--- config.mk ---
export PLATFORM = sky130hd
export DESIGN_NAME = cavlc_vlc_packer
export DESIGN_NICKNAME = d
export VERILOG_FILES = /design/src/rtl/cavlc_vlc_packer.sv
export SDC_FILE = /design/constraint.sdc
export NUM_CORES = 1
export LEC_CHECK = 0
export ABC_AREA = 1
export BUFFER_PORTS_ARGS = -buffer_cell sky130_fd_sc_hd__buf_4
export CORE_UTILIZATION = 40
export CTS_CLUSTER_DIAMETER = 150
export DETAILED_ROUTE_END_ITERATION = 16
export PLACE_DENSITY_LB_ADDON = 0.12
export SETUP_SLACK_MARGIN = 0.02
export SLEW_MARGIN = 20
export SYNTH_ARGS = -nofsm -noshare
export SYNTH_HDL_FRONTEND = slang
export SYNTH_SLANG_ARGS = --single-unit
--- constraint.sdc ---
create_clock -name clk -period 4.7 [get_ports clk]
set_clock_uncertainty 0.2 [all_clocks]
set_input_delay 1.175 -clock clk [delete_from_list [all_inputs] [get_ports clk]]
set_output_delay 1.175 -clock clk [all_outputs]
set_load 0.05 [all_outputs]
--- src/rtl/cavlc_vlc_packer.sv ---
// CAVLC bit packer: appends variable-length {code,len} pairs MSB-first into OUT_W-bit words,
// with a flush that drains the buffer and zero-pads the final partial word.
module cavlc_vlc_packer #(
    parameter int CODE_W = 16,
    parameter int LEN_W  = 5,
    parameter int OUT_W  = 32
) (
    input  logic              clk,
    input  logic              rst,
    input  logic              in_valid,
    output logic              in_ready,
    input  logic [CODE_W-1:0] in_code,
    input  logic [LEN_W-1:0]  in_len,
    input  logic              flush,
    output logic              out_valid,
    input  logic              out_ready,
    output logic [OUT_W-1:0]  out_data,
    output logic [5:0]        out_nbits,
    output logic              out_last,
    output logic              flush_done,
    output logic [23:0]       total_bits,
    output logic              len_err
);

    localparam int BUF_W = OUT_W + CODE_W;
    localparam int CNT_W = $clog2(BUF_W + 1);
    localparam logic [CNT_W-1:0] OUT_CNT  = CNT_W'(OUT_W);
    localparam logic [LEN_W-1:0] CODE_LEN = LEN_W'(CODE_W);

    typedef enum logic [1:0] {
        ST_RUN   = 2'd0,
        ST_FLUSH = 2'd1,
        ST_DONE  = 2'd2
    } state_t;

    state_t            state_r, state_nxt_s;
    logic [BUF_W-1:0]  buf_r, buf_nxt_s, buf_pop_s, app_s;
    logic [CNT_W-1:0]  cnt_r, cnt_nxt_s, cnt_pop_s;
    logic [23:0]       total_r;
    logic              len_err_r;
    logic [LEN_W-1:0]  len_sat_s;
    logic [CODE_W-1:0] code_mask_s, code_lj_s;
    logic              push_s, pop_s;

    function automatic logic [LEN_W-1:0] sat_len(input logic [LEN_W-1:0] len);
        if (len > CODE_LEN) begin
            sat_len = CODE_LEN;
        end else begin
            sat_len = len;
        end
    endfunction

    // Handshake and output decode, all from registered state
    always_comb begin
        in_ready = (state_r == ST_RUN) && (cnt_r <= OUT_CNT);
        case (state_r)
            ST_RUN:   out_valid = (cnt_r >= OUT_CNT);
            ST_FLUSH: out_valid = (cnt_r != {CNT_W{1'b0}});
            default:  out_valid = 1'b0;
        endcase
        out_data   = buf_r[BUF_W-1 -: OUT_W];
        out_nbits  = (cnt_r >= OUT_CNT) ? 6'(OUT_W) : 6'(cnt_r);
        out_last   = (state_r == ST_FLUSH) && (cnt_r <= OUT_CNT);
        flush_done = (state_r == ST_DONE);
        total_bits = total_r;
        len_err    = len_err_r;
        push_s     = in_valid && in_ready;
        pop_s      = out_valid && out_ready;
    end

    // Code alignment: keep the low L bits, then left-justify them within CODE_W
    always_comb begin
        len_sat_s   = sat_len(in_len);
        code_mask_s = in_code & ~({CODE_W{1'b1}} << len_sat_s);
        code_lj_s   = code_mask_s << (CODE_LEN - len_sat_s);
    end

    // Buffer update (pop first, then append at post-pop count) and state transitions
    always_comb begin
        state_nxt_s = state_r;
        if (pop_s) begin
            buf_pop_s = buf_r << OUT_W;
            cnt_pop_s = (cnt_r >= OUT_CNT) ? (cnt_r - OUT_CNT) : {CNT_W{1'b0}};
        end else begin
            buf_pop_s = buf_r;
            cnt_pop_s = cnt_r;
        end
        if (push_s) begin
            app_s     = {code_lj_s, {OUT_W{1'b0}}} >> cnt_pop_s;
            cnt_nxt_s = cnt_pop_s + CNT_W'(len_sat_s);
        end else begin
            app_s     = {BUF_W{1'b0}};
            cnt_nxt_s = cnt_pop_s;
        end
        buf_nxt_s = buf_pop_s | app_s;
        case (state_r)
            ST_RUN: begin
                if (flush) begin
                    state_nxt_s = ST_FLUSH;
                end else begin
                    state_nxt_s = ST_RUN;
                end
            end
            ST_FLUSH: begin
                if (cnt_r == {CNT_W{1'b0}}) begin
                    state_nxt_s = ST_DONE;
                end else if (pop_s && out_last) begin
                    state_nxt_s = ST_DONE;
                end else begin
                    state_nxt_s = ST_FLUSH;
                end
            end
            ST_DONE: begin
                state_nxt_s = ST_RUN;
                buf_nxt_s   = {BUF_W{1'b0}};
                cnt_nxt_s   = {CNT_W{1'b0}};
            end
            default: begin
                state_nxt_s = ST_RUN;
                buf_nxt_s   = {BUF_W{1'b0}};
                cnt_nxt_s   = {CNT_W{1'b0}};
            end
        endcase
    end

    // State, buffer and statistics registers
    always_ff @(posedge clk) begin
        if (rst) begin
            state_r   <= ST_RUN;
            buf_r     <= {BUF_W{1'b0}};
            cnt_r     <= {CNT_W{1'b0}};
            total_r   <= 24'd0;
            len_err_r <= 1'b0;
        end else begin
            state_r <= state_nxt_s;
            buf_r   <= buf_nxt_s;
            cnt_r   <= cnt_nxt_s;
            if (push_s) begin
                total_r <= total_r + 24'(len_sat_s);
            end else begin
                total_r <= total_r;
            end
            if (push_s && (in_len > CODE_LEN)) begin
                len_err_r <= 1'b1;
            end else begin
                len_err_r <= len_err_r;
            end
        end
    end

endmodule

Yosys cells after proc, flatten, opt, wreduce, memory -nomap -nowiden:

Cells that the tools add are included.

* word-level logic and storage cells: 44
* output and inout port bits: 67
* register bits: 81
* bits of input ports: 26

* bitwise operators: 4
* muxes and demuxes: 12
* equality and inequality tests: 2
* add/subtract/negate cells: 4
* $lt $le $gt $ge: 3
* reductions and logical operators: 11
* shift operators: 3

Operator list (number)
* 48-bit two-way mux: 2
* 48-bit bitwise OR: 1
* 48-bit by 6-bit right shift with 48-bit output: 1
* 24-bit by 5-bit adder with 24-bit output: 1
* 6-bit two-way mux: 4
* 16-bit AND: 1
* 16-bit inverter: 1
* 16-bit by 5-bit << shifter with 16-bit output: 1
* 16-bit by 5-bit << shifter with 16-bit output, first input constant: 1
* 6-bit by 5-bit adder with 6-bit output: 1
* 6-bit >= comparator, second input constant: 1
* 6-bit <= comparator, second input constant: 1
* 1-bit logical AND: 6
* 6-bit logical NOT: 1
* 6-bit nonzero test: 1
* 6-bit subtractor, second input constant: 1
* 5-bit greater-than comparator, second input constant: 1
* 5-bit two-way mux: 1
* 5-bit subtractor, first input constant: 1
* 2-bit two-way mux: 2
* 2-bit one-hot mux with 2 select lines: 1
* 2-bit OR reduction: 2
* 2-bit by 1-bit equality test with 1-bit output, second input constant: 1
* 2-bit equality test, second input constant: 1
* 4 further kinds: 4

Logic depth before layout (Yosys ltp):

Gate-level depths: netlist of the first run.

* word-level depth: 9
* gate-level depth with buffers: 27
* gate-level depth less buffers: 25

Worst setup path before layout of the first run:

No wires, ideal clock.

* path kind: input to register
* from: in in_len[0]
* to: reg buf_r[5]
* buffers on the path: 4
* path slack: 0.598 ns
* arrival: 3.834 ns
* stages: 23
* setup time: 0.068 ns
* data required time: 4.432 ns
* cells stage by stage: buf_4 -> nor2_4 -> nand2_4 -> nand2_8 -> nand2_4 -> buf_12 -> ha_1 -> inv_1 -> ha_1 -> clkbuf_1 -> clkinv_1 -> buf_2 -> a21oi_1 -> nand2_1 -> nand2_1 -> nand2_1 -> nand3_1 -> nand3_2 -> nand2_1 -> nand3_1 -> nand2_1 -> nand2_1 -> a21oi_2

* longest elaborated chain between the ends: 9
* elaborated cells on any way between the ends: 10
* those cells by class: 1 x add/sub; 1 x order compare; 3 x shift; 2 x mux; 3 x bitwise

Ends and longest elaborated chain
* start: declaration: RTL line 13 `input logic [LEN_W-1:0] in_len,`
* 5-bit greater-than comparator: RTL line 46 `if (len > CODE_LEN) begin`
* 5-bit two-way mux *: RTL line 46
* 16-bit by 5-bit << shifter with 16-bit output: RTL line 74 `code_mask_s = in_code & ~({CODE_W{1'b1}} << len_sat_s);`
* 16-bit inverter: RTL line 74
* 16-bit AND: RTL line 74
* 16-bit by 5-bit << shifter with 16-bit output *: RTL line 75 `code_lj_s = code_mask_s << (CODE_LEN - len_sat_s);`
* 48-bit by 6-bit right shift with 48-bit output *: RTL line 89 `app_s = {code_lj_s, {OUT_W{1'b0}}} >> cnt_pop_s;`
* 48-bit two-way mux *: RTL line 88 `if (push_s) begin`
* 48-bit bitwise OR *: RTL line 95 `buf_nxt_s = buf_pop_s | app_s;`
* end signal: assignment: RTL line 130 `buf_r <= {BUF_W{1'b0}};`
* end signal: assignment: RTL line 136 `buf_r <= buf_nxt_s;`
* end: declaration: RTL line 37 `logic [BUF_W-1:0] buf_r, buf_nxt_s, buf_pop_s, app_s;`

Mark *: on every way between the ends. The rest lies on a longest branch, timed or not.
A chain may end at the register's enable or synchronous reset.

Worst setup path after layout of the first run:

* from: in in_len[0]
* to: reg buf_r[8]

The elaborated chain is that of the path after synthesis.

==> impl_metrics.ini, run 1 <==
[setup_path]
worstPathRequired_ns = 4.78
r2r_cells = 18
rr_startpoint = cnt_r[5]
crit_path_end_kind = flip-flop
cp_max_fo = 11
worstSetupPathType = input port to flip-flop
critPathArrivalTime_ns = 4.12
rr_endpoint = buf_r[32]
critPathLaunchType = input port
r2r_slack_ns = 1.45

[cells_and_area]
multiInputGateArea_mm2 = 0.00396
drive_gt1_frac = 0.187
final_nets = 1066
seq_area_mm2 = 0.00162
antenna_cells = 0
final_util = 0.472
layoutNonFillerInstCount = 1243
final.fill_count = 1652
synthToLayoutAreaGrowth_pct = 14.2
fin_area_mm2 = 0.00724

[logic_synthesis]
synth_fp_nets = 1030
synth-simple-area-share = 0.447
synth_top_family_by_area = simple AND/OR/NAND/NOR gates
synth_ff_type = dfxtp_1
synthArstFlopShare = 0
postSynthCellCount = 991
synthXorXnorAreaFrac = 0.0124
synth_cell_types = 52
yosys_warnings = 0
syn_area_mm2 = 0.00633
synth_fa_ha_area_frac = 0.0281
ys_ff_latch = 81
syn_avg_cell_area_um2 = 6.39
synth-edff-count = 0
synth_compound_area_frac = 0.136
synth_seq_area_share = 0.256
muxShareOfSynthArea = 0

[global_routing]
grtUsageTotal = 0.244
antenna_found_initial = 0
grt_start_max_net_pins = 49
grt_overflow_total = 0
grt_pass1_wl_mm = 31.7
grt_pass1_vias = 6204

[power_and_ir_drop]
intPower_w = 0.00163
combPwrFrac = 0.472
power_density_mw_per_mm2 = 411
total_power_w = 0.00297
switching_share = 0.452
p_clk_frac = 0.256
switching_power_w = 0.00134
p_leak_nw = 3.21
pwr-share-seq = 0.272
vdd_drop_max_uv = 270

[drt]
wl_per_cell_um = 15.3
vias = 6631
via_per_inst = 5.33
antenna_left = 0
dr.first_iter.drc_count = 470
drt_wl_total_mm = 19.1
drc = 0
first_pass_iters = 6

[timing]
slew_violations = 0
hold_violations = 0
rsz0062_at_grt = no
setup_violations = 0
timing.final.crit_share = 0.859
maxSlewHeadroom = 0.316
period_minus_slack_ns = 4.04
fmax_ghz = 0.248
worst_pin_slew_ns = 1.02
setup_tns_ns = 0

[clock_network]
insertion_delay_ns = 0.35
clk_pin_slew_ns = 0.06
clock_sinks = 81
cts_tree = built
cts_resized = 0
root_buffer = clkbuf_16
htree_levels = 3
cts_made_buffers = 9
postCtsSetupBuffers = 0
cts_hold_buf = 0
cts.path.max_buffers = 2

[die]
die_y_um = 128
rows = 45
start_util = 0.414
io_pins = 93
fp.dieW_um = 128
coreArea_mm2 = 0.0153
dieArea_mm2 = 0.0163

[place]
dpl.hpwl_mm = 14.3
gp_congestion = 0.895
port-buffer-count = 92
place_area_mm2 = 0.00692
placed_cells = 1227

[outcome]
status = completed

[hold_path]
hp-start = buf_r[7]
hold_end = buf_r[7]
min_path_type = flip-flop to flip-flop
min_delay_path_depth = 2

[job]
max-cap-violations = 0
==> power groups by stage <==
stage | Clock, W | Combinational, W | Sequential [W]
floorplan | 0 | 0.00108 | 0.000834
global placement | 0 | 0.00139 | 0.000823
detailed placement | 0 | 0.00139 | 0.000823
CTS | 0.000781 | 0.00140 | 0.000808
global route | 0.000807 | 0.00155 | 0.000818
finish | 0.000762 | 0.00140 | 0.000807
==> worst max path at each step <==
stage	startpoint	endpoint	slack (ns)	cells past startpoint
floorplan	in_len[0]	buf_r[5]	0.60	23
global route	in_len[0]	buf_r[4]	0.38	23
CTS	in_len[2]	buf_r[8]	0.71	26
global placement	in_len[2]	buf_r[8]	0.33	26
finish	in_len[0]	buf_r[8]	0.66	26
detailed placement	in_len[0]	buf_r[8]	0.36	26
==> Yosys cell counts (6+ instances only) <==
cell,count,area [um^2]
nand2_1,247,927
nand3_1,188,941
dfxtp_1,81,1620
nor2_1,66,248
inv_1,62,233
a21oi_1,50,250
buf_4,34,255
a31oi_1,26,163
nand4_1,26,163
o21ai_0,26,130
clkbuf_1,23,86.3
buf_2,20,100
nand3_2,12,120
ha_1,11,138
nand2_2,10,62.6
o21ai_1,9,45.0
inv_2,8,30.0
nor2_2,8,50.1
o21ai_2,8,70.1
xor2_1,7,61.3
nor3_1,6,30.0
==> cell type report <==
type                    instances  share of cell area
inverters                      76              0.0401
well taps                     211              0.0365
flip-flops and latches         81               0.224
repair buffers                105               0.109
clock inverters                 5              0.0111
multi-input cells             754               0.547
clock buffers                  11              0.0322
==> cells by family after synthesis <==
family | count (synthesis)
AOI/OAI and AO/OA | 142
and+or+nand+nor | 590
buffers and inverters | 156
DFF | 81
adders and majority gates | 13
xor gates and xnor gates | 9
==> metal layers <==
| layer | vias to the layer above | part of all wire | wire, um | track usage |
|---|---|---|---|---|
| li1 | 3379 | - | - | - |
| met1 | 3032 | 0.48 | 9160 | 0.334 |
| met2 | 198 | 0.45 | 8670 | 0.391 |
| met3 | 22 | 0.048 | 914 | 0.0472 |
| met4 | 0 | 0.017 | 316 | 0.0657 |
| met5 | - | 0 | 0 | 0 |
==> flip-flops by register name (all words and copies together), names as in the netlist <==
register    cells
total_bits     24
cnt_r           6
buf_r          48
state_r         2
len_err         1
==> cells in the final DEF (no fill, tap or decap), drive strengths merged, types with 2 or more instances in the layout <==
master,n
or2,2
clkinv,5
o21bai,4
and2,2
clkbuf,11
xor2,7
fa,2
ha,11
xnor2,2
a31oi,26
inv,72
nand4,26
o21ai,43
a22oi,4
buf,105
nor3b,3
nor3,9
nand2,262
a21oi,56
nor2,80
o31ai,3
clkinvlp,2
nor4,3
nand3,201
dfxtp,81
bufinv,2
==> critical path, cell delays in order <==
cell	delay, ns
buf_4	0.16
nor2_4	0.13
nand2_4	0.11
nand2_8	0.10
nand2_4	0.12
ha_1	0.26
inv_1	0.07
ha_1	0.17
nor2_1	0.05
nor2_1	0.19
nand2_1	0.10
nand3_1	0.09
nand2_1	0.05
nor2_1	0.11
nor2_1	0.05
a21oi_1	0.21
nand2_1	0.10
nand2_1	0.13
nand2_1	0.08
nand2_2	0.07
nand3_1	0.09
nand2_1	0.16
nand3_1	0.09
nand2_1	0.09
nand2_1	0.07
a21oi_2	0.10
==> metrics by stage <==
stage | hold WS (ns) | worst slack [ns]
finish | 0.264 | 0.663
CTS | 0.267 | 0.705
detailed placement | 0.257 | 0.356
global placement | 0.256 | 0.328
floorplan | 0.245 | 0.598
global route | 0.280 | 0.379
No activity file was read; power rests on OpenSTA's default activity.
==> run 2: changes to the inputs <==
- ABC_CLOCK_PERIOD_IN_PS: default -> 4700
- BUFFER_PORTS_ARGS: -buffer_cell sky130_fd_sc_hd__buf_4 -> default
- DONT_BUFFER_PORTS: default -> 1
==> run 2 against run 1 <==
Critical path depth is 1 lower. Non-clock buffer count is 94 lower. Design area is 9.6% lower. Sequential power is 24% higher. Via count is 5.1% lower. Utilization is 4.5 points lower. First-iteration DRC count is 0.21% lower. Global-route usage is 0.17 points lower. Sequential share of layout area is 2.4 points higher. Worst setup slack better by 0.12 ns. Power is 4.0% lower. Sequential cell count stayed put. Critical path type unchanged. Highest routed layer unchanged.
==> impl_metrics.ini, run 2 (synthesis results as in run 1) <==
[timing]
fmax_ghz = 0.255
slew_violations = 0
setup_tns_ns = 0
maxSlewHeadroom = 0.325
worst_pin_slew_ns = 1.01
hold_violations = 0
timing.final.crit_share = 0.833
fin_worst_hold_slack_ns = 0.266
period_minus_slack_ns = 3.91
setup_violations = 0
rsz0062_at_grt = no

[drt]
drc = 0
drt_wl_total_mm = 19.2
wl_per_cell_um = 16.7
first_pass_iters = 6
antenna_left = 0
dr.first_iter.drc_count = 469
vias = 6294
via_per_inst = 5.48

[die]
dieArea_mm2 = 0.0163
fp.dieW_um = 128
start_util = 0.414
rows = 45
die_y_um = 128
coreArea_mm2 = 0.0153
io_pins = 93

[setup_path]
r2r_slack_ns = 1.24
worstPathRequired_ns = 4.78
rr_endpoint = buf_r[33]
r2r_cells = 12
cp_max_fo = 11
slowest_delay_ns = 0.27
critPathArrivalTime_ns = 4.00
crit_slowest_cell = ha_1
critPathLaunchType = input port
crit_path_end_kind = flip-flop
cpMostUsedCell = nand2_1
worstSetupPathType = input port to flip-flop
rr_startpoint = cnt_r[2]

[power_and_ir_drop]
combPwrFrac = 0.379
vdd_drop_max_uv = 247
switching_share = 0.461
pwr-share-seq = 0.350
p_clk_frac = 0.271
total_power_w = 0.00285
intPower_w = 0.00154
power_density_mw_per_mm2 = 436
switching_power_w = 0.00131
p_leak_nw = 2.73

[clock_network]
cts.path.max_buffers = 2
root_buffer = clkbuf_16
insertion_delay_ns = 0.35
postCtsSetupBuffers = 0
cts_tree = built
clk_pin_slew_ns = 0.06
cts_made_buffers = 9
htree_levels = 3
cts_resized = 0
cts_hold_buf = 0
clock_sinks = 81

[global_routing]
grtUsageTotal = 0.243
grt_pass1_vias = 5892
grt_start_max_net_pins = 49
antenna_found_initial = 0
grt_pass1_wl_mm = 31.0
grt_overflow_total = 0

[cells_and_area]
regMostFlops = buf_r
largest_reg_flops = 48
antenna_cells = 0
final_nets = 972
final_common_cell = nand2_1
synthToLayoutAreaGrowth_pct = 3.26
final_cell_mix = nand2_1, nand3_1, dfxtp_1
drive_gt1_frac = 0.106

[hold_path]
hp-start = buf_r[0]
min_path_type = flip-flop to flip-flop
min_delay_path_depth = 2
hold_end = buf_r[0]

[place]
port-buffer-count = 0
gp_congestion = 0.855
dpl.hpwl_mm = 14.3

[outcome]
status = completed

[job]
max-cap-violations = 0
==> run 2: cell count changes in the layout (fill, tap and decap cells not counted), sizes merged <==
cell | before | now
clkinvlp | 2 | 1
buf | 105 | 11
clkbuf | 11 | 12
==> run 2: cell type report <==
cell class                      instances  area (um^2)
Clock inverter                          4         76.3
Fill cell                            1710         8770
Timing Repair Buffer                   11         82.6
Multi-Input combinational cell        754         3960
Tap cell                              211          264
Inverter                               76          290
Sequential cell                        81         1620
Clock buffer                           12          246
==> run 2: layer usage <==
metal  vias up  wire length (um)  track usage
met4         0               394       0.0803
met2       177              8580        0.378
li1       3200                 -            -
met5         -                 0            0
met1      2890              8860        0.321
met3        27              1320       0.0684
==> run 2: power by group through the flow <==
stage	logic, W	clock network (W)	registers (W)
floorplan	0.00108	0	0.000834
CTS	0.00107	0.000794	0.00100
global route	0.00121	0.000820	0.00101
detailed placement	0.00107	0	0.00102
global placement	0.00107	0	0.00101
finish	0.00108	0.000773	0.000997
==> run 2: worst max-delay path, delay by kind of cell <==
family                   cells  cell delay, ns
buffers and inverters        1            0.07
AND/OR/NAND/NOR             20            2.00
AO/OA/AOI/OAI                2            0.30
adder cells (fa/ha/maj)      2            0.45
==> run 2: per-stage QoR <==
step                 util  area, um^2  setup WS, ns  std cells
floorplan               -        6330         0.598        991
global placement    0.406        6220         0.511       1133
detailed placement  0.406        6220         0.488       1133
CTS                 0.427        6540         0.836       1149
global route        0.427        6540         0.375       1149
finish              0.427        6540         0.786       1149
==> run 2: how the worst max path moves through the flow <==
stage | slack, ns | from | cells after the start | end
floorplan | 0.60 | in_len[0] | 23 | buf_r[5]
global placement | 0.51 | in_len[1] | 23 | buf_r[1]
detailed placement | 0.49 | in_len[1] | 23 | buf_r[1]
CTS | 0.84 | in_len[1] | 23 | buf_r[1]
global route | 0.37 | in_len[1] | 23 | buf_r[25]
finish | 0.79 | in_len[1] | 25 | buf_r[8]
